**src/rtl/bitcoin_pkg.sv**
```systemverilog
// Definitions shared by the bitcoin hash engine and its nonce_select back end:
// FSM state type, result record layout and the default nonce count.
package bitcoin_pkg;

    localparam int DEFAULT_NUM_NONCES = 16;

    localparam logic [15:0] RES_HASH_OFS  = 16'd0;
    localparam logic [15:0] RES_NONCE_OFS = 16'd1;
    localparam logic [15:0] RES_COUNT_OFS = 16'd2;
    localparam logic [15:0] RES_MASK_OFS  = 16'd3;

    typedef enum logic [2:0] {
        ST_IDLE     = 3'd0,
        ST_READ     = 3'd1,
        ST_LAST     = 3'd2,
        ST_WR_HASH  = 3'd3,
        ST_WR_NONCE = 3'd4,
        ST_WR_COUNT = 3'd5,
        ST_WR_MASK  = 3'd6
    } nonce_sel_state_t;

    // Index width for a nonce count, never narrower than one bit.
    function automatic int idx_width(input int n);
        return (n > 1) ? $clog2(n) : 1;
    endfunction

endpackage

```
**src/rtl/nonce_select_if.sv**
```systemverilog
// Start/done handshake, scan configuration, scan result and word-memory bus
// of nonce_select. The slave modport is the nonce_select side.
interface nonce_select_if
    import bitcoin_pkg::*;
#(
    parameter int IDX_W = idx_width(DEFAULT_NUM_NONCES)
);
    logic             start;
    logic [15:0]      hash_addr;
    logic [15:0]      result_addr;
    logic [31:0]      target;
    logic             done;
    logic             found;
    logic [IDX_W-1:0] best_nonce;
    logic [31:0]      best_hash;

    logic             mem_clk;
    logic             mem_we;
    logic [15:0]      mem_addr;
    logic [31:0]      mem_write_data;
    logic [31:0]      mem_read_data;

    modport master (
        output start, hash_addr, result_addr, target, mem_read_data,
        input  done, found, best_nonce, best_hash,
        input  mem_clk, mem_we, mem_addr, mem_write_data
    );

    modport slave (
        input  start, hash_addr, result_addr, target, mem_read_data,
        output done, found, best_nonce, best_hash,
        output mem_clk, mem_we, mem_addr, mem_write_data
    );

endinterface

```
**src/rtl/nonce_select_min_tracker.sv**
```systemverilog
// Running minimum / argmin / hit-count unit for nonce_select.
// With NONCE_SELECT_HIT_MASK_EN defined it also keeps a per-nonce hit bitmap.
module min_tracker
    import bitcoin_pkg::*;
#(
    parameter int IDX_W = idx_width(DEFAULT_NUM_NONCES)
) (
    input  logic             clk,
    input  logic             reset_n,
    input  logic             clear,
    input  logic             valid,
    input  logic [31:0]      value,
    input  logic [IDX_W-1:0] index,
    input  logic [31:0]      target,
    output logic [31:0]      min_q,
    output logic [IDX_W-1:0] idx_q,
    output logic [IDX_W:0]   cnt_q,
    output logic [31:0]      min_nxt
`ifdef NONCE_SELECT_HIT_MASK_EN
    ,
    output logic [31:0]      mask_q
`endif
);

    logic [IDX_W-1:0] idx_nxt;
    logic [IDX_W:0]   cnt_nxt;
`ifdef NONCE_SELECT_HIT_MASK_EN
    logic [31:0]      mask_nxt;
    logic [4:0]       mask_bit;
    assign mask_bit = 5'(index);
`endif

    // Index 0 always wins so an all-ones first hash is still selected.
    always_comb begin
        min_nxt = min_q;
        idx_nxt = idx_q;
        cnt_nxt = cnt_q;
`ifdef NONCE_SELECT_HIT_MASK_EN
        mask_nxt = mask_q;
`endif
        if (clear) begin
            min_nxt = '1;
            idx_nxt = '0;
            cnt_nxt = '0;
`ifdef NONCE_SELECT_HIT_MASK_EN
            mask_nxt = '0;
`endif
        end else if (valid) begin
            if ((value < min_q) || (index == '0)) begin
                min_nxt = value;
                idx_nxt = index;
            end
            if (value < target) begin
                cnt_nxt = cnt_q + 1'b1;
`ifdef NONCE_SELECT_HIT_MASK_EN
                mask_nxt[mask_bit] = 1'b1;
`endif
            end
        end
    end

    always_ff @(posedge clk or negedge reset_n) begin
        if (!reset_n) begin
            min_q  <= '0;
            idx_q  <= '0;
            cnt_q  <= '0;
`ifdef NONCE_SELECT_HIT_MASK_EN
            mask_q <= '0;
`endif
        end else begin
            min_q  <= min_nxt;
            idx_q  <= idx_nxt;
            cnt_q  <= cnt_nxt;
`ifdef NONCE_SELECT_HIT_MASK_EN
            mask_q <= mask_nxt;
`endif
        end
    end

endmodule

```
**src/rtl/nonce_select.sv**
```systemverilog
// Scans NUM_NONCES final-hash words, picks the smallest and writes a result
// record. Define NONCE_SELECT_HIT_MASK_EN to also write the hit bitmap.
module nonce_select
    import bitcoin_pkg::*;
#(
    parameter int NUM_NONCES = DEFAULT_NUM_NONCES,
    parameter int IDX_W      = idx_width(NUM_NONCES)
) (
    input  logic           clk,
    input  logic           reset_n,
    nonce_select_if.slave  bus
);

    localparam logic [IDX_W-1:0] K_LAST = IDX_W'(NUM_NONCES - 1);

    nonce_sel_state_t state_q, state_d;

    logic [IDX_W-1:0] k_q, k_d;
    logic [15:0]      hash_base_q;
    logic [15:0]      res_base_q;
    logic [31:0]      target_q;
    logic             accept;
    logic             clear;
    logic             load_best;

    logic             vld_p1;
    logic [IDX_W-1:0] idx_p1;

    logic             mem_we_q, mem_we_d;
    logic [15:0]      mem_addr_q, mem_addr_d;
    logic [31:0]      mem_wdata_q, mem_wdata_d;

    logic             found_q;
    logic [IDX_W-1:0] best_nonce_q;
    logic [31:0]      best_hash_q;

    logic [31:0]      min_q, min_nxt;
    logic [IDX_W-1:0] idx_q;
    logic [IDX_W:0]   cnt_q;
`ifdef NONCE_SELECT_HIT_MASK_EN
    logic [31:0]      mask_q;
`endif

    assign accept = (state_q == ST_IDLE) && bus.start;

    always_ff @(posedge clk or negedge reset_n) begin
        if (!reset_n) state_q <= ST_IDLE;
        else          state_q <= state_d;
    end

    always_comb begin
        state_d = state_q;
        unique case (state_q)
            ST_IDLE:     if (bus.start) state_d = ST_READ;
            ST_READ:     if (k_q == K_LAST) state_d = ST_LAST;
            ST_LAST:     state_d = ST_WR_HASH;
            ST_WR_HASH:  state_d = ST_WR_NONCE;
            ST_WR_NONCE: state_d = ST_WR_COUNT;
`ifdef NONCE_SELECT_HIT_MASK_EN
            ST_WR_COUNT: state_d = ST_WR_MASK;
`else
            ST_WR_COUNT: state_d = ST_IDLE;
`endif
            ST_WR_MASK:  state_d = ST_IDLE;
            default:     state_d = ST_IDLE;
        endcase
    end

    // Memory outputs are registered, so each state sets up the next cycle's bus.
    always_comb begin
        k_d         = k_q;
        mem_we_d    = 1'b0;
        mem_addr_d  = mem_addr_q;
        mem_wdata_d = mem_wdata_q;
        clear       = 1'b0;
        load_best   = 1'b0;
        unique case (state_q)
            ST_IDLE: begin
                if (bus.start) begin
                    clear      = 1'b1;
                    k_d        = '0;
                    mem_addr_d = bus.hash_addr;
                end
            end
            ST_READ: begin
                if (k_q != K_LAST) begin
                    k_d        = k_q + 1'b1;
                    mem_addr_d = hash_base_q + 16'(k_q) + 16'd1;
                end
            end
            ST_LAST: begin
                mem_we_d    = 1'b1;
                mem_addr_d  = res_base_q + RES_HASH_OFS;
                mem_wdata_d = min_nxt;
            end
            ST_WR_HASH: begin
                mem_we_d    = 1'b1;
                mem_addr_d  = res_base_q + RES_NONCE_OFS;
                mem_wdata_d = 32'(idx_q);
            end
            ST_WR_NONCE: begin
                mem_we_d    = 1'b1;
                mem_addr_d  = res_base_q + RES_COUNT_OFS;
                mem_wdata_d = 32'(cnt_q);
            end
            ST_WR_COUNT: begin
`ifdef NONCE_SELECT_HIT_MASK_EN
                mem_we_d    = 1'b1;
                mem_addr_d  = res_base_q + RES_MASK_OFS;
                mem_wdata_d = mask_q;
`else
                load_best   = 1'b1;
`endif
            end
            ST_WR_MASK: load_best = 1'b1;
            default: ;
        endcase
    end

    always_ff @(posedge clk or negedge reset_n) begin
        if (!reset_n) begin
            k_q          <= '0;
            vld_p1       <= 1'b0;
            mem_we_q     <= 1'b0;
            mem_addr_q   <= '0;
            mem_wdata_q  <= '0;
            found_q      <= 1'b0;
            best_nonce_q <= '0;
            best_hash_q  <= '0;
        end else begin
            k_q          <= k_d;
            vld_p1       <= (state_q == ST_READ);
            mem_we_q     <= mem_we_d;
            mem_addr_q   <= mem_addr_d;
            mem_wdata_q  <= mem_wdata_d;
            if (load_best) begin
                found_q      <= (cnt_q != '0);
                best_nonce_q <= idx_q;
                best_hash_q  <= min_q;
            end
        end
    end

    // ---- p0 -> p1: read data returns one cycle after its address ----
    always_ff @(posedge clk) begin
        idx_p1 <= k_q;
        if (accept) begin
            hash_base_q <= bus.hash_addr;
            res_base_q  <= bus.result_addr;
            target_q    <= bus.target;
        end
    end

    min_tracker #(
        .IDX_W (IDX_W)
    ) u_min_tracker (
        .clk     (clk),
        .reset_n (reset_n),
        .clear   (clear),
        .valid   (vld_p1),
        .value   (bus.mem_read_data),
        .index   (idx_p1),
        .target  (target_q),
        .min_q   (min_q),
        .idx_q   (idx_q),
        .cnt_q   (cnt_q),
        .min_nxt (min_nxt)
`ifdef NONCE_SELECT_HIT_MASK_EN
        ,
        .mask_q  (mask_q)
`endif
    );

    assign bus.done           = (state_q == ST_IDLE);
    assign bus.mem_clk        = clk;
    assign bus.mem_we         = mem_we_q;
    assign bus.mem_addr       = mem_addr_q;
    assign bus.mem_write_data = mem_wdata_q;
    assign bus.found          = found_q;
    assign bus.best_nonce     = best_nonce_q;
    assign bus.best_hash      = best_hash_q;

endmodule

```
**src/flat_wrapper.sv**
```systemverilog
// flat-port wrapper written by rule: the top's interface ports become plain ports
module nonce_select_flat import bitcoin_pkg::*;
#(
    parameter int NUM_NONCES = DEFAULT_NUM_NONCES,
    parameter int IDX_W      = idx_width(NUM_NONCES)
)
  (clk, reset_n, bus_start, bus_hash_addr, bus_result_addr, bus_target, bus_mem_read_data, bus_done, bus_found, bus_best_nonce, bus_best_hash, bus_mem_clk, bus_mem_we, bus_mem_addr, bus_mem_write_data);
  nonce_select_if #(.IDX_W(IDX_W)) bus_i ();
  input  logic clk;
  input  logic reset_n;
  input wire logic [$bits(bus_i.start)-1:0] bus_start;
  input wire logic [$bits(bus_i.hash_addr)-1:0] bus_hash_addr;
  input wire logic [$bits(bus_i.result_addr)-1:0] bus_result_addr;
  input wire logic [$bits(bus_i.target)-1:0] bus_target;
  input wire logic [$bits(bus_i.mem_read_data)-1:0] bus_mem_read_data;
  output wire logic [$bits(bus_i.done)-1:0] bus_done;
  output wire logic [$bits(bus_i.found)-1:0] bus_found;
  output wire logic [$bits(bus_i.best_nonce)-1:0] bus_best_nonce;
  output wire logic [$bits(bus_i.best_hash)-1:0] bus_best_hash;
  output wire logic [$bits(bus_i.mem_clk)-1:0] bus_mem_clk;
  output wire logic [$bits(bus_i.mem_we)-1:0] bus_mem_we;
  output wire logic [$bits(bus_i.mem_addr)-1:0] bus_mem_addr;
  output wire logic [$bits(bus_i.mem_write_data)-1:0] bus_mem_write_data;
  assign bus_i.start = bus_start;
  assign bus_i.hash_addr = bus_hash_addr;
  assign bus_i.result_addr = bus_result_addr;
  assign bus_i.target = bus_target;
  assign bus_i.mem_read_data = bus_mem_read_data;
  assign bus_done = bus_i.done;
  assign bus_found = bus_i.found;
  assign bus_best_nonce = bus_i.best_nonce;
  assign bus_best_hash = bus_i.best_hash;
  assign bus_mem_clk = bus_i.mem_clk;
  assign bus_mem_we = bus_i.mem_we;
  assign bus_mem_addr = bus_i.mem_addr;
  assign bus_mem_write_data = bus_i.mem_write_data;
  nonce_select #(.NUM_NONCES(NUM_NONCES), .IDX_W(IDX_W)) u_core (.clk(clk), .reset_n(reset_n), .bus(bus_i));
endmodule
```
**config.mk**
```make
export PLATFORM = sky130hd
export DESIGN_NAME = nonce_select_flat
export DESIGN_NICKNAME = d
export VERILOG_FILES = /design/src/rtl/bitcoin_pkg.sv /design/src/rtl/nonce_select_if.sv /design/src/rtl/nonce_select_min_tracker.sv /design/src/rtl/nonce_select.sv /design/src/flat_wrapper.sv
export SDC_FILE = /design/constraint.sdc
export NUM_CORES = 1
export LEC_CHECK = 0
export ABC_AREA = 1
export CORE_ASPECT_RATIO = 1.25
export CORE_UTILIZATION = 58
export DETAILED_ROUTE_END_ITERATION = 6
export PLACE_DENSITY = 0.82
export SLEW_MARGIN = 20
export SYNTH_ARGS = -nofsm -noshare
export SYNTH_HDL_FRONTEND = slang
export SYNTH_HIERARCHICAL = 1
export SYNTH_SLANG_ARGS = --single-unit
```
**constraint.sdc**
```tcl
create_clock -name clk -period 8.4 [get_ports clk]
set_input_delay 1.68 -clock clk [delete_from_list [all_inputs] [get_ports clk]]
set_output_delay 1.68 -clock clk [all_outputs]
set_load 0.02 [all_outputs]
```
==> run metrics <==
max-cap violations 0; WHS Path Cells 0; LEAKAGE 0.00648 uW; Power, Total 5090 uW; Clock Latency Late Sink 620 ps; register-to-register setup slack 5800 ps; CP endpoint kind output pin; Final Hold Vio Count 0; postcts setup bufs 0; die area 0.0192 mm^2; GRT Total Usage 30.2%; Final TNS setup 0 ps; drt pass-1 iters 5; gr ovfl total 0; worst-margin pin slew 1040 ps; Pins Over Slew Limit 0; DIE HEIGHT 155 um; PwrDens 374 mW/mm^2; FF+latch count, synth 203; mapped cell area 0.0108 mm^2; Final Skew 18.7 ps; worst min-delay path category register to register; largest net degree at the start of global routing 71; Worst Hold Launch u_core/k_q[3]; CTS Hold Bufs 0; r2r endpoint u_core/bus.mem_write_data[0]; Post-synth EDFFs 64; first-pass GRT wire length 44500 um; fin cells 1620; Seq/Total Area, Yosys 49.8%; Post-Syn Instances 1189; pre-CTS WS 2010 ps; CP startpoint clk; Antenna diodes 0; core area 0.0182 mm^2; WS Path Type clock port to output pin; hpwl dp 19700 um; Reg-to-Reg Start u_core/u_min_tracker/min_q[5]; most common cell after layout, fill and taps aside nand2_1; First DRT Iteration DRCs 632; Vias/cell 5.61; IO buf count 186; Synth warnings 6; cts repair resizes 0; vias in the first global route 9207; most frequent cells in the layout nand2_1, clkdlybuf4s50_1, inv_1, dfrtp_1, nand3_1; R2R depth 17; vias 9096; final wirelength 28200 um; Cells after DPL 1577; final setup margin 1750 ps; Placement Rows 55; Netlist cell types 51; Max VDD drop 0.000267 V; Synth Flop Type dfrtp_1; unrepaired setup endpoints after global routing no; CP required 6720 ps; Starting Density 59.5%; startpoint types clock port; Cell Area, Placed 0.0128 mm^2; mean post-synth cell area 9.09 um^2; Clock Pin Slew Worst Setup and Hold Paths 60 ps; layout cell share with drive strength beyond 1 8.48%; status completed; DR WL/cell 17.4 um; CTS tree done; Area Overhead vs Synth 26.0%; FFs w/ async S/R, synth 66.5%; post-route ant nets 0; fin nets 1547; Synthesized Nets 1360; Min-Delay Endpoint u_core/idx_p1[3]; antenna violations before repair 0; Worst Path Arrival 4970 ps; # DRC 0; final setup fails 0; worst-path fanout max 2; Die X 124 um; gpl congestion 0.914; I/O pin cnt 187; Design Area, Final 0.0136 mm^2; Slew HR 30.3%
==> worst max-delay path, stage by stage <==
cell and delay (ps):
clkbuf_16 120, clkbuf_16 130, clkdlybuf4s50_1 520
==> metal layers <==
layer  share of wire [%]  wire length, um  global-route usage (%)
met5                   0                0                       0
met4                 4.0             1120                    14.7
met3                 6.5             1820                    4.31
met2                  51            14300                    54.0
met1                  39            10900                    34.9
==> sequential cells by signal, summed over array words and instances, names as in the netlist <==
name / flops
u_core/idx_p1: 4
u_core/k_q: 4
u_core/target_q: 32
u_core/bus.mem_write_data: 32
u_core/hash_base_q: 16
u_core/u_min_tracker/cnt_q: 5
u_core/bus.best_nonce: 4
u_core/bus.mem_addr: 16
u_core/state_q: 3
u_core/res_base_q: 16
u_core/bus.found: 1
u_core/vld_p1: 1
u_core/u_min_tracker/min_q: 32
u_core/bus.best_hash: 32
u_core/u_min_tracker/idx_q: 4
u_core/bus.mem_we: 1
==> cells in the mapped netlist (6+ instances only) <==
cell type	n	area [um^2]
nand3_1	91	455
o21ai_0	24	120
mux2_1	18	203
edfxtp_1	64	1920
nor2_1	85	319
inv_1	158	593
nand4_1	16	100
dfrtp_1	135	3380
a22o_1	27	236
inv_2	9	33.8
ha_1	71	888
buf_4	6	45.0
nand2_1	292	1100
a21oi_1	57	285
nand2_2	29	181
mux2_2	18	203
o21ai_1	9	45.0
buf_2	10	50.1
==> power by group <==
| part | switching (uW) | internal [uW] |
|---|---|---|
| clock network | 418 | 670 |
| logic | 1460 | 915 |
| registers | 229 | 1390 |
| total | 2110 | 2980 |
==> cell type report <==
cell class,instances,area (um^2)
Fill cell,1345,4550
Timing Repair Buffer,190,1890
Tap cell,228,285
Multi-Input combinational cell,787,4580
Inverter,168,633
Sequential cell,203,5380
Clock inverter,8,86.3
Clock buffer,36,767
==> through the flow <==
stage / hold WS (ps) / util, %
after floorplan: 408 / -
after global placement: 446 / 70.3
after detailed placement: 437 / 70.3
after CTS: 457 / 75.0
after global routing: 465 / 75.0
final: 459 / 75.0
==> how the worst max path moves through the flow <==
stage	end
3_5_place_dp	bus_mem_clk
6_report	bus_mem_clk
4_1_cts	bus_mem_clk
5_1_grt	bus_mem_clk
3_3_place_gp	bus_mem_clk
2_1_floorplan	bus_mem_clk
==> cell families (layout without fill, tap and decap cells) <==
group	after synthesis	in the layout	synth area share (%)
mux	36	36	3.75
flops	203	203	49.8
fa+ha+maj	72	72	8.40
buf+inv	199	402	8.00
simple gates	535	535	21.9
compound gates	144	144	8.23
Note: power is estimated with default switching activity, not from simulation.
